### config.mk
export PLATFORM = sky130hd
export DESIGN_NAME = note_player
export DESIGN_NICKNAME = d
export VERILOG_FILES = /design/src/rtl/note_pkg.sv /design/src/rtl/note_player_buf.sv /design/src/rtl/note_player.sv
export SDC_FILE = /design/constraint.sdc
export NUM_CORES = 1
export LEC_CHECK = 0
export CAP_MARGIN = 20
export CORE_ASPECT_RATIO = 1.25
export CORE_UTILIZATION = 50
export DETAILED_ROUTE_END_ITERATION = 6
export PLACE_DENSITY = 0.66
export SETUP_SLACK_MARGIN = 0.5
export SYNTH_ARGS = -nofsm -noshare
export SYNTH_HDL_FRONTEND = slang
export SYNTH_SLANG_ARGS = --single-unit
### constraint.sdc
create_clock -name clk -period 4.63 [get_ports clk]
set_input_delay 0.6945 -clock clk [delete_from_list [all_inputs] [get_ports clk]]
set_output_delay 0.6945 -clock clk [all_outputs]
set_load 0.03 [all_outputs]
### src/rtl/note_pkg.sv
// Shared definitions for the note player: command codes, FSM states, note width.
package note_pkg;

    localparam int unsigned NOTE_W = 3;

    // Command encodings on the op input
    localparam logic [1:0] OP_LOAD  = 2'b00;
    localparam logic [1:0] OP_PLAY  = 2'b01;
    localparam logic [1:0] OP_PAUSE = 2'b10;
    localparam logic [1:0] OP_CLEAR = 2'b11;

    typedef enum logic [1:0] {
        StIdle  = 2'b00,
        StPlay  = 2'b01,
        StPause = 2'b10
    } state_e;

endpackage

### src/rtl/note_player_buf.sv
// Note storage: register array with one synchronous write port and one
// combinational read port. Contents are not reset; count tracks validity.
module note_player_buf #(
    parameter int unsigned DEPTH = 32,
    parameter int unsigned WIDTH = 3,
    localparam int unsigned AddrW = $clog2(DEPTH)
) (
    input  logic             clk,
    input  logic             we,
    input  logic [AddrW-1:0] waddr,
    input  logic [WIDTH-1:0] wdata,
    input  logic [AddrW-1:0] raddr,
    output logic [WIDTH-1:0] rdata
);

    logic [WIDTH-1:0] mem [DEPTH];

    // Write port
    always_ff @(posedge clk) begin
        if (we) begin
            mem[waddr] <= wdata;
        end
    end

    // Read port
    always_comb begin
        rdata = mem[raddr];
    end

endmodule

### src/rtl/note_player.sv
// Note player: loads notes into a buffer, then plays them back holding each
// for tempo+1 cycles, with pause/resume and clear. All outputs are registered.
module note_player
    import note_pkg::*;
#(
    parameter int unsigned DEPTH = 32,
    localparam int unsigned IdxW = $clog2(DEPTH)
) (
    input  logic              clk,
    input  logic              reset,
    input  logic [NOTE_W-1:0] note_in,
    input  logic [1:0]        op,
    input  logic [3:0]        tempo,
    output logic [NOTE_W-1:0] note_out,
    output logic              playing,
    output logic              done,
    output logic [IdxW:0]     count,
    output logic              full
);

    localparam logic [IdxW:0] CntMax = (IdxW + 1)'(DEPTH);

    state_e            state_q, state_d;
    logic [IdxW:0]     count_q, count_d;
    logic [IdxW-1:0]   index_q, index_d;
    logic [3:0]        hold_q, hold_d;
    logic [3:0]        tempo_q, tempo_d;
    logic [NOTE_W-1:0] note_q, note_d;
    logic              done_q, done_d;
    logic              playing_q, full_q;

    logic              buf_we;
    logic [IdxW-1:0]   rd_addr;
    logic [NOTE_W-1:0] rd_data;
    logic              step;
    logic              last;

    note_player_buf #(
        .DEPTH (DEPTH),
        .WIDTH (NOTE_W)
    ) u_buf (
        .clk   (clk),
        .we    (buf_we),
        .waddr (count_q[IdxW-1:0]),
        .wdata (note_in),
        .raddr (rd_addr),
        .rdata (rd_data)
    );

    assign last = ({1'b0, index_q} == count_q - 1'b1);

    // Next-state: command decode, hold/index stepping, clear override
    always_comb begin
        state_d = state_q;
        count_d = count_q;
        index_d = index_q;
        hold_d  = hold_q;
        tempo_d = tempo_q;
        note_d  = note_q;
        done_d  = 1'b0;
        buf_we  = 1'b0;
        step    = 1'b0;
        // Idle reads slot 0 for play start; otherwise prefetch the next note
        rd_addr = (state_q == StIdle) ? '0 : index_q + 1'b1;

        unique case (state_q)
            StIdle: begin
                case (op)
                    OP_LOAD: begin
                        if (!full_q) begin
                            buf_we  = 1'b1;
                            count_d = count_q + 1'b1;
                        end
                    end
                    OP_PLAY: begin
                        if (count_q != '0) begin
                            tempo_d = tempo;
                            index_d = '0;
                            hold_d  = '0;
                            note_d  = rd_data;
                            state_d = StPlay;
                        end
                    end
                    default: ;
                endcase
            end
            StPlay: begin
                if (op == OP_PAUSE) begin
                    state_d = StPause;
                end else if (op != OP_CLEAR) begin
                    step = 1'b1;
                end
            end
            StPause: begin
                // The resume edge counts as a playing cycle
                if (op == OP_PLAY) begin
                    state_d = StPlay;
                    step    = 1'b1;
                end
            end
            default: state_d = StIdle;
        endcase

        if (step) begin
            if (hold_q == tempo_q) begin
                hold_d = '0;
                if (last) begin
                    state_d = StIdle;
                    index_d = '0;
                    note_d  = '0;
                    done_d  = 1'b1;
                end else begin
                    index_d = index_q + 1'b1;
                    note_d  = rd_data;
                end
            end else begin
                hold_d = hold_q + 1'b1;
            end
        end

        // Clear wins over everything, including a coincident final expiry
        if (op == OP_CLEAR) begin
            state_d = StIdle;
            count_d = '0;
            index_d = '0;
            hold_d  = '0;
            note_d  = '0;
            done_d  = 1'b0;
            buf_we  = 1'b0;
        end
    end

    // State and registered outputs
    always_ff @(posedge clk or posedge reset) begin
        if (reset) begin
            state_q   <= StIdle;
            count_q   <= '0;
            index_q   <= '0;
            hold_q    <= '0;
            tempo_q   <= '0;
            note_q    <= '0;
            done_q    <= 1'b0;
            playing_q <= 1'b0;
            full_q    <= 1'b0;
        end else begin
            state_q   <= state_d;
            count_q   <= count_d;
            index_q   <= index_d;
            hold_q    <= hold_d;
            tempo_q   <= tempo_d;
            note_q    <= note_d;
            done_q    <= done_d;
            playing_q <= (state_d == StPlay);
            full_q    <= (count_d == CntMax);
        end
    end

    assign note_out = note_q;
    assign playing  = playing_q;
    assign done     = done_q;
    assign count    = count_q;
    assign full     = full_q;

endmodule

# Word level (Yosys, flattened, before mapping)
# Memories as Yosys holds them, arrays and structs flattened.
# Cells that the tools add are included.
dict set report word_totals {
  memories 1
  register_bits 27
  ram_bits 96
  out_inout_bits 12
}
dict set report classes {
  n_mux 48
  reduce_logical 8
  n_addsub 4
  n_eq_ne 10
}
# memory words width rd rd_clocked_by_memory_dff wr line_no
set memory_table {}
lappend memory_table {u_buf.mem 32 3 1 0 1 note_player_buf.sv:16} ;# logic [WIDTH-1:0] mem [DEPTH];
# operator n
set op_table {}
lappend op_table {{$mux 5} 8}
lappend op_table {{$mux 4} 6}
lappend op_table {{$mux 6} 4}
lappend op_table {{$mux 3} 7}
lappend op_table {{$mux 2} 8}
lappend op_table {{$mux 1} 13}
lappend op_table {{$reduce_bool 3->1} 3}
lappend op_table {{$add 6x1->6 const B} 1}
lappend op_table {{$eq 2x1->1 const B} 3}
lappend op_table {{$eq 2x2->1 const B} 3}
lappend op_table {{$eq 5x6->1} 1}
lappend op_table {{$eq 6x6->1 const B} 1}
lappend op_table {{$pmux 2 s3} 1}
lappend op_table {{$reduce_and 3->1} 2}
lappend op_table {{$reduce_bool 6->1} 1}
lappend op_table {{$sub 6x1->6 const B} 1}
lappend op_table {{$add 5x1->5 const B} 1}
lappend op_table {{$add 4x1->4 const B} 1}
lappend op_table {{$eq 4x4->1} 1}
lappend op_table {{$logic_not 2->1} 2}
lappend op_table {{$ne 2x2->1 const B} 1}
lappend op_table {{$pmux 1 s2} 1}

# Logic depth before layout (Yosys ltp)
# Gate-level depths: netlist of the first run.
dict set report depth {
  ltp_word 9
  depth_mapped 10
  mapped_depth_nobuf 8
}

# Hierarchy
# Synthesis of the first run repeated with hierarchy kept, for this count alone.
dict set report hier_totals {
  hier_cells 363
  area_unflattened_um2 5604.1
}
# module area_per_inst_um2 seq_area_each_um2 n_inst cells_per_inst
set modules_own_cells {}
lappend modules_own_cells {note_player_buf 3856.2 2882.8 1 182}
lappend modules_own_cells {note_player 1747.9 675.6 1 181}

# Least setup slack after synthesis of the first run
# OpenSTA, ideal clock, no wires.
dict set report synth_timing {
  path_type {flip-flop to flip-flop}
  from {register state_q[0]}
  to {register note_q[0] (netlist: note_out[0])}
  arrival_time_ps 2374
  period_less_slack_ps 2519
  slack_ps 2111
  path_stages_with_launch 9
  n_path_buf 1
  cell_sequence {dfrtp_1 > inv_1 > ha_1 > clkbuf_1 > nor2_1 > mux4_2 > mux2_2 > a221oi_1 > a221oi_2}
}
dict set report synth_between {
  elab_chain_cells 9
  word_cells_on_any_way 13
  classes_between {eq/ne: 2; mux: 9; reduce/logical: 1; memory: 1}
}
# element line_no
set synth_lines {}
lappend synth_lines {{start, declared} note_player.sv:23} ;# state_e state_q, state_d;
lappend synth_lines {{start signal, assigned} note_player.sv:136} ;# state_q <= StIdle;
lappend synth_lines {{start signal, assigned} note_player.sv:146} ;# state_q <= state_d;
lappend synth_lines {{$logic_not 2->1} {note_player.sv:64, note_player.sv:66}}
lappend synth_lines {{$mux 5} note_player.sv:64} ;# rd_addr = (state_q == StIdle) ? '0 : index_q + 1'b1;
lappend synth_lines {{$mem_v2 32x3} -}
lappend synth_lines {{$mux 3} note_player.sv:76} ;# if (count_q != '0) begin
lappend synth_lines {{$mux 3} note_player.sv:68} ;# case (op)
lappend synth_lines {{$mux 3} note_player.sv:66} ;# unique case (state_q)
lappend synth_lines {{$mux 3} note_player.sv:105} ;# if (hold_q == tempo_q) begin
lappend synth_lines {{$mux 3 (*)} note_player.sv:104} ;# if (step) begin
lappend synth_lines {{$mux 3 (*)} note_player.sv:122} ;# if (op == OP_CLEAR) begin
lappend synth_lines {{net note_d[0]} note_player.sv:28} ;# logic [NOTE_W-1:0] note_q, note_d;
lappend synth_lines {{end signal, assigned} note_player.sv:151} ;# note_q <= note_d;
lappend synth_lines {{end, declared} note_player.sv:28}
# The timed path passes the listed nets; every way through them passes the cells marked *.
# A chain may end at the register's enable or synchronous reset.

# Worst setup path after layout of the first run
dict set report layout_timing {
  from {register state_q[0]}
  to {memory u_buf.mem[12][0] (enable)}
}
dict set report layout_between {
  elab_chain_cells 5
}
# element line_no
set layout_lines {}
lappend layout_lines {{$logic_not 2->1} note_player.sv:66}
lappend layout_lines {{$mux 1} note_player.sv:66}
lappend layout_lines {{$mux 1} note_player.sv:122}
lappend layout_lines {{$mux 1} note_player_buf.sv:20} ;# if (we) begin
lappend layout_lines {{$mux 1 (not written as such)} note_player_buf.sv:21} ;# mem[waddr] <= wdata;
lappend layout_lines {{end, declared} note_player_buf.sv:16}
# Every way passes these cells.

==> flow_summary.toml, run 1 <==
[drt]
drtIter0Drc = 185
via_per_inst = 5.942
wl_um = 12020
drc = 0
avgRoutedWirePerCell_um = 20.47
vias = 3488
ant_nets = 0
firstDrtPassIters = 4

[pwr]
power_frac_seq_pct = 40.1
netSwitchingFraction_pct = 28.95
ir_worst_vdd_mv = 0.4289
clkPwrFrac_pct = 37.8
comb_power_share_pct = 22.1
p_sw_mw = 0.9544
p_int_mw = 2.343
p_leak_nw = 2.263
total_power_mw = 3.297
power_density_mw_per_mm2 = 505.5

[cts]
cts_tree = "built"
cts_max_path_buffers = 2
clock_latency_ns = 0.41
cts_num_sinks = 123
cts.repair.resized = 0
postCtsSetupBuffers = 0
cts-root-buf = "clkbuf_16"
clk_pin_slew_ns = 0.06
h-tree-depth = 4
cts_buffers = 17
cts_hold_buf = 0

[synth]
ys_types = 52
syn-cell-area_mm2 = 0.005592
async_flop_share_pct = 21.95
synth-edff-count = 96
netlist_instances = 415
synthesis.nets = 437
synth_ff_type = "edfxtp_1"
yosys_warnings = 0
syn_avg_cell_area_um2 = 13.47
synth-seq-cells = 123
ys_seq_area_share_pct = 63.64

[timing]
finClkSkew_ns = 0.005795
worst_pin_slew_ns = 0.8874
setup_tns_ns = 0
finalCriticalPeriod_ns = 3.233
slew_headroom_pct = 40.68
max_clock_freq_ghz = 0.3093
setup_viol = 0
hold_viol = 0
finalCritPeriodShare_pct = 69.83
rsz0062_at_grt = "false"
maxSlewViolCount = 0

[finish]
diodes = 0
final_layout_size_suffix_gt1_share_pct = 15.82
area_growth_pct = 16.65
layout.nets = 464
fin_util_pct = 60.84

[worst_setup_path]
required_ns = 4.71
r2r_cells = 5
rr_endpoint = "u_buf.mem[12][0]$_DFFE_PP_"
path_class = "register to register"
critPathLaunchType = "register"
r2r_start = "state_q[0]$_DFF_PP0_"
reg2reg_slack_ns = 1.40
endpoint_kind = "register"
cp.arrival_ns = 3.32
critPathMaxFanout = 18

[job]
maxCapViolations = 0

[hold_path]
hold_start = "hold_q[3]$_DFFE_PP0P_"
hold_depth = 1
whs_endpoint = "hold_q[3]$_DFFE_PP0P_"
min_path_type = "register to register"

[placed_design]
dp_hpwl_um = 7952
gp_congestion = 0.7461
port_buffers = 22

[die]
dieHeight_um = 120.2
die_w_um = 96.59
fp.coreArea_mm2 = 0.01072
ioPinCount = 23
floorplan.rows = 42
dieArea_mm2 = 0.01161
start_util_pct = 52.16

[global_route]
overflow = 0
grt_max_degree = 33
antenna_found_initial = 0
grt.total_usage_pct = 22.80
grt_pass1_vias = 3646
grt_pass1_wl_um = 18880

[status]
outcome = "complete, no violations"
per-stage QoR:
stage | setup WS [ns] | hold slack (ns) | std cells | cell area [um^2]
after global placement | 1.267 | 0.4906 | 554 | 5933
after floorplan | 2.111 | 0.4660 | 415 | 5592
after detailed placement | 1.198 | 0.4955 | 554 | 5933
after CTS | 1.384 | 0.5079 | 586 | 6495
final | 1.397 | 0.4998 | 587 | 6523
after global routing | 1.072 | 0.5185 | 587 | 6523
power by group through the flow:
stage | Combinational (mW) | Sequential, mW | Clock [mW]
finish | 0.729 | 1.32 | 1.25
detailed placement | 0.721 | 1.34 | 0
global placement | 0.709 | 1.34 | 0
CTS | 0.729 | 1.32 | 1.26
floorplan | 0.476 | 1.37 | 0
global route | 0.801 | 1.33 | 1.31
flip-flops by register name, indices dropped and copies added, names as in the netlist, 2 cells and up:
name	count
index_q	5
hold_q	4
count	6
tempo_q	4
u_buf.mem	96
note_out	3
state_q	2
layout make-up:
class,instances,area [um^2]
fillers,840,4198
well taps,132,165.2
repair buffers,29,292.8
clock inverters,12,125.1
flip-flops and latches,123,3558
inverters,11,41.29
multi-input cells,260,1903
clock buffers,20,436.7
cell families after synthesis:
kind of cell,count (synthesis),share of synthesized area [%]
muxes,26,7.608
adders and majority gates,11,2.461
and+or+nand+nor,126,11.23
DFF,123,63.64
AOI/OAI and AO/OA,79,9.913
xor gates and xnor gates,18,2.820
buffers and inverters,32,2.327
routing by layer:
| metal | up-vias | GRT usage [%] | routed length, um |
|---|---|---|---|
| li1 | 1634 | - | - |
| met5 | - | 0 | 0 |
| met3 | 15 | 6.101 | 636 |
| met1 | 1749 | 28.09 | 4959 |
| met2 | 90 | 37.94 | 6240 |
| met4 | 0 | 8.548 | 181 |
critical path: stages (launching register included):
cell	delay, ns
dfrtp_1	0.41
inv_1	0.11
ha_1	0.60
nor4b_2	0.84
nand2_1	0.57
nor2_1	0.39
cells in the mapped netlist (5+ instances only):
cell / number / area (um^2)
a22oi_1: 6 / 45.04
a221oi_1: 6 / 52.55
dfrtp_1: 27 / 675.7
or3_1: 6 / 37.54
nor2_1: 53 / 198.9
xor2_1: 9 / 78.83
a21o_1: 5 / 37.54
nand3_1: 7 / 35.03
xnor2_1: 9 / 78.83
inv_1: 9 / 33.78
o22ai_1: 8 / 50.05
clkbuf_1: 12 / 45.04
mux4_2: 12 / 270.3
mux2_2: 12 / 135.1
edfxtp_1: 96 / 2883
nand2_1: 26 / 97.59
ha_1: 11 / 137.6
buf_2: 5 / 25.02
o21ai_0: 13 / 65.06
a21oi_1: 15 / 75.07
cell usage in the layout, fill, tap and decap left out, types with 4 or more instances in the layout:
cell type        Yosys  final
o21ai_0             13     13
edfxtp_1            96     96
a31oi_1              4      4
inv_1                9      9
nand2_1             26     26
or3_1                6      6
nand3_1              7      7
clkinvlp_4           0      5
xnor2_1              9      9
clkdlybuf4s50_1      0     22
o211ai_1             4      4
buf_4                1      6
xor2_1               9      9
nor2_1              53     53
mux2_2              12     12
nand4_1              4      4
ha_1                11     11
clkbuf_16            0     17
mux4_2              12     12
nor4_1               4      4
dfrtp_1             27     27
o22ai_1              8      8
a21o_1               5      5
a22oi_1              6      6
a211oi_1             4      4
a21oi_1             15     15
a221oi_1             6      6
worst max-delay path by stage:
stage,depth (start not counted),end,slack (ns),from
5_1_grt,7,full$_DFF_PP0_,1.07,state_q[0]$_DFF_PP0_
4_1_cts,5,u_buf.mem[9][1]$_DFFE_PP_,1.38,state_q[0]$_DFF_PP0_
3_5_place_dp,4,u_buf.mem[15][1]$_DFFE_PP_,1.20,op[1]
2_1_floorplan,8,note_out[0]$_DFF_PP0_,2.11,state_q[0]$_DFF_PP0_
3_3_place_gp,4,u_buf.mem[18][1]$_DFFE_PP_,1.27,op[1]
6_report,5,u_buf.mem[12][0]$_DFFE_PP_,1.40,state_q[0]$_DFF_PP0_
No activity file was read; power rests on OpenSTA's default activity.
==> run 2: changes to the inputs <==
--- a/config.mk
+++ b/config.mk
@@ -9,7 +9,7 @@
 export CORE_ASPECT_RATIO = 1.25
 export CORE_UTILIZATION = 50
 export DETAILED_ROUTE_END_ITERATION = 6
-export PLACE_DENSITY = 0.66
+export PLACE_DENSITY = 0.68
 export SETUP_SLACK_MARGIN = 0.5
 export SYNTH_ARGS = -nofsm -noshare
 export SYNTH_HDL_FRONTEND = slang
==> constraint.sdc (replaced) <==
create_clock -name clk -period 2.8 [get_ports clk]
set_input_delay 0.42 -clock clk [delete_from_list [all_inputs] [get_ports clk]]
set_output_delay 0.42 -clock clk [all_outputs]
set_load 0.03 [all_outputs]
==> flow_summary.toml, run 2 (synthesized netlist as in run 1, its figures left out) <==
[global_route]
grt_pass1_vias = 3621
grt_max_degree = 33
overflow = 0
grt.total_usage_pct = 23.23
antenna_found_initial = 0
grt_pass1_wl_um = 19210

[worst_setup_path]
rr_endpoint = "note_out[1]$_DFF_PP0_"
slowest_stage = "or3_1"
worstPathCellList = "or3_1 -> or3b_4 -> nor4b_4 -> a21oi_4 -> buf_12 -> a221oi_2 -> a221oi_2"
cp.arrival_ns = 2.58
critPathLaunchType = "register"
endpoint_kind = "register"
crit_buf_inv = 1
r2r_start = "count[2]$_DFF_PP0_"
crit_family = "simple AND/OR/NAND/NOR gates"
cp_common_cell = "a221oi_2"
reg2reg_slack_ns = 0.55
r2r_cells = 7
required_ns = 3.12
max_stage_delay_ns = 0.54
critPathMaxFanout = 10
path_class = "register to register"

[hold_path]
min_path_type = "input pin to asynchronous set/reset pin"

[finish]
fin_util_pct = 64.81
fillers = 778
final_layout_size_suffix_gt1_share_pct = 29.50
fin_cells = 610
top_register = "u_buf.mem"
final_cell_mix = "96 x edfxtp_1, 25 x nor2_1, 24 x buf_4"
layout.nets = 487
final_common_cell = "edfxtp_1"
seqCellArea_mm2 = 0.003563
diodes = 0
largest_reg_flops = 96
area_growth_pct = 24.26
multi_input_area_mm2 = 0.002111

[cts]
cts_num_sinks = 123
clock_latency_ns = 0.42
clk_pin_slew_ns = 0.06
cts_hold_buf = 0
cts_tree = "built"
cts_max_path_buffers = 2
cts-root-buf = "clkbuf_16"
h-tree-depth = 4
cts_buffers = 17

[timing]
worst_pin_slew_ns = 0.5141
setup_viol = 0
max_clock_freq_ghz = 0.4440
slew_headroom_pct = 65.41
finalCritPeriodShare_pct = 80.44
finClkSkew_ns = 0.01231
hold_viol = 0
finalCriticalPeriod_ns = 2.252
rsz0062_at_grt = "true"
setup_tns_ns = 0
maxSlewViolCount = 0
fin_ws_ns = 0.5478

[drt]
via_per_inst = 5.905
firstDrtPassIters = 4
drc = 0
wl_met3_um = 565
ant_nets = 0
avgRoutedWirePerCell_um = 20.56
wl_met2_um = 6593
drt-met1-wl_um = 5088
vias = 3602
top_layer = "met4"
wl_um = 12540
drtIter0Drc = 252

[placed_design]
gp_congestion = 0.8488
dp.cells = 566
dp_hpwl_um = 8029
port_buffers = 22
place_ws_ns = 0.2054

[pwr]
total_power_mw = 5.879
ir_worst_vdd_mv = 0.4491
p_leak_nw = 2.446
power_density_mw_per_mm2 = 846.2

[die]
fp.coreArea_mm2 = 0.01072
start_util_pct = 52.16
ioPinCount = 23
floorplan.rows = 42
dieHeight_um = 120.2
dieArea_mm2 = 0.01161
die_w_um = 96.59

[status]
outcome = "complete, no violations"

[job]
maxCapViolations = 0
==> run 2: report_power, final <==
| group | switching (mW) | leakage [nW] | internal, mW |
|---|---|---|---|
| registers | 0.0900 | 1.22 | 2.08 |
| logic | 0.840 | 0.927 | 0.675 |
| clock network | 0.734 | 0.298 | 1.46 |
==> run 2: through the flow <==
step | area (um^2) | hold WS, ns
floorplan | 5599 | 0.4660
global placement | 6031 | 0.5008
detailed placement | 6031 | 0.5083
CTS | 6728 | 0.3696
global route | 6948 | 0.4355
finish | 6948 | 0.3610
==> run 2: metal layers <==
metal | vias to the layer above | global-route usage (%)
met5 | - | 0
met4 | 0 | 9.651
met3 | 21 | 5.031
met2 | 96 | 39.26
met1 | 1807 | 28.45
li1 | 1678 | -
==> run 2: worst reg2reg max path, stage by stage, from the launching register on <==
cell	delay, ns
dfrtp_1	0.37
or3_1	0.54
or3b_4	0.48
nor4b_4	0.16
a21oi_4	0.15
buf_12	0.15
a221oi_2	0.05
a221oi_2	0.26
==> run 2: worst max path at each step <==
stage	from	endpoint	cells past startpoint
3_3_place_gp	state_q[0]$_DFF_PP0_	note_out[0]$_DFF_PP0_	7
3_5_place_dp	state_q[0]$_DFF_PP0_	note_out[0]$_DFF_PP0_	7
5_1_grt	count[2]$_DFF_PP0_	note_out[1]$_DFF_PP0_	7
2_1_floorplan	state_q[0]$_DFF_PP0_	note_out[0]$_DFF_PP0_	8
4_1_cts	state_q[0]$_DFF_PP0_	u_buf.mem[20][0]$_DFFE_PP_	7
6_report	count[2]$_DFF_PP0_	note_out[1]$_DFF_PP0_	7
==> run 2: final cells by class <==
type,instances,share of cell area [%]
repair buffers,52,6.771
clock inverters,9,1.711
multi-input cells,260,30.38
inverters,11,0.5943
flip-flops and latches,123,51.29
clock buffers,23,6.879
well taps,132,2.377
==> run 2: what timing repair did <==
action | 4_1_cts | 5_1_grt
gates resized for setup | 27 | 36
pin swaps | 2 | 5
cloned | 0 | 1
setup endpoints to repair | 102 | 116
buffers inserted | 2 | 9
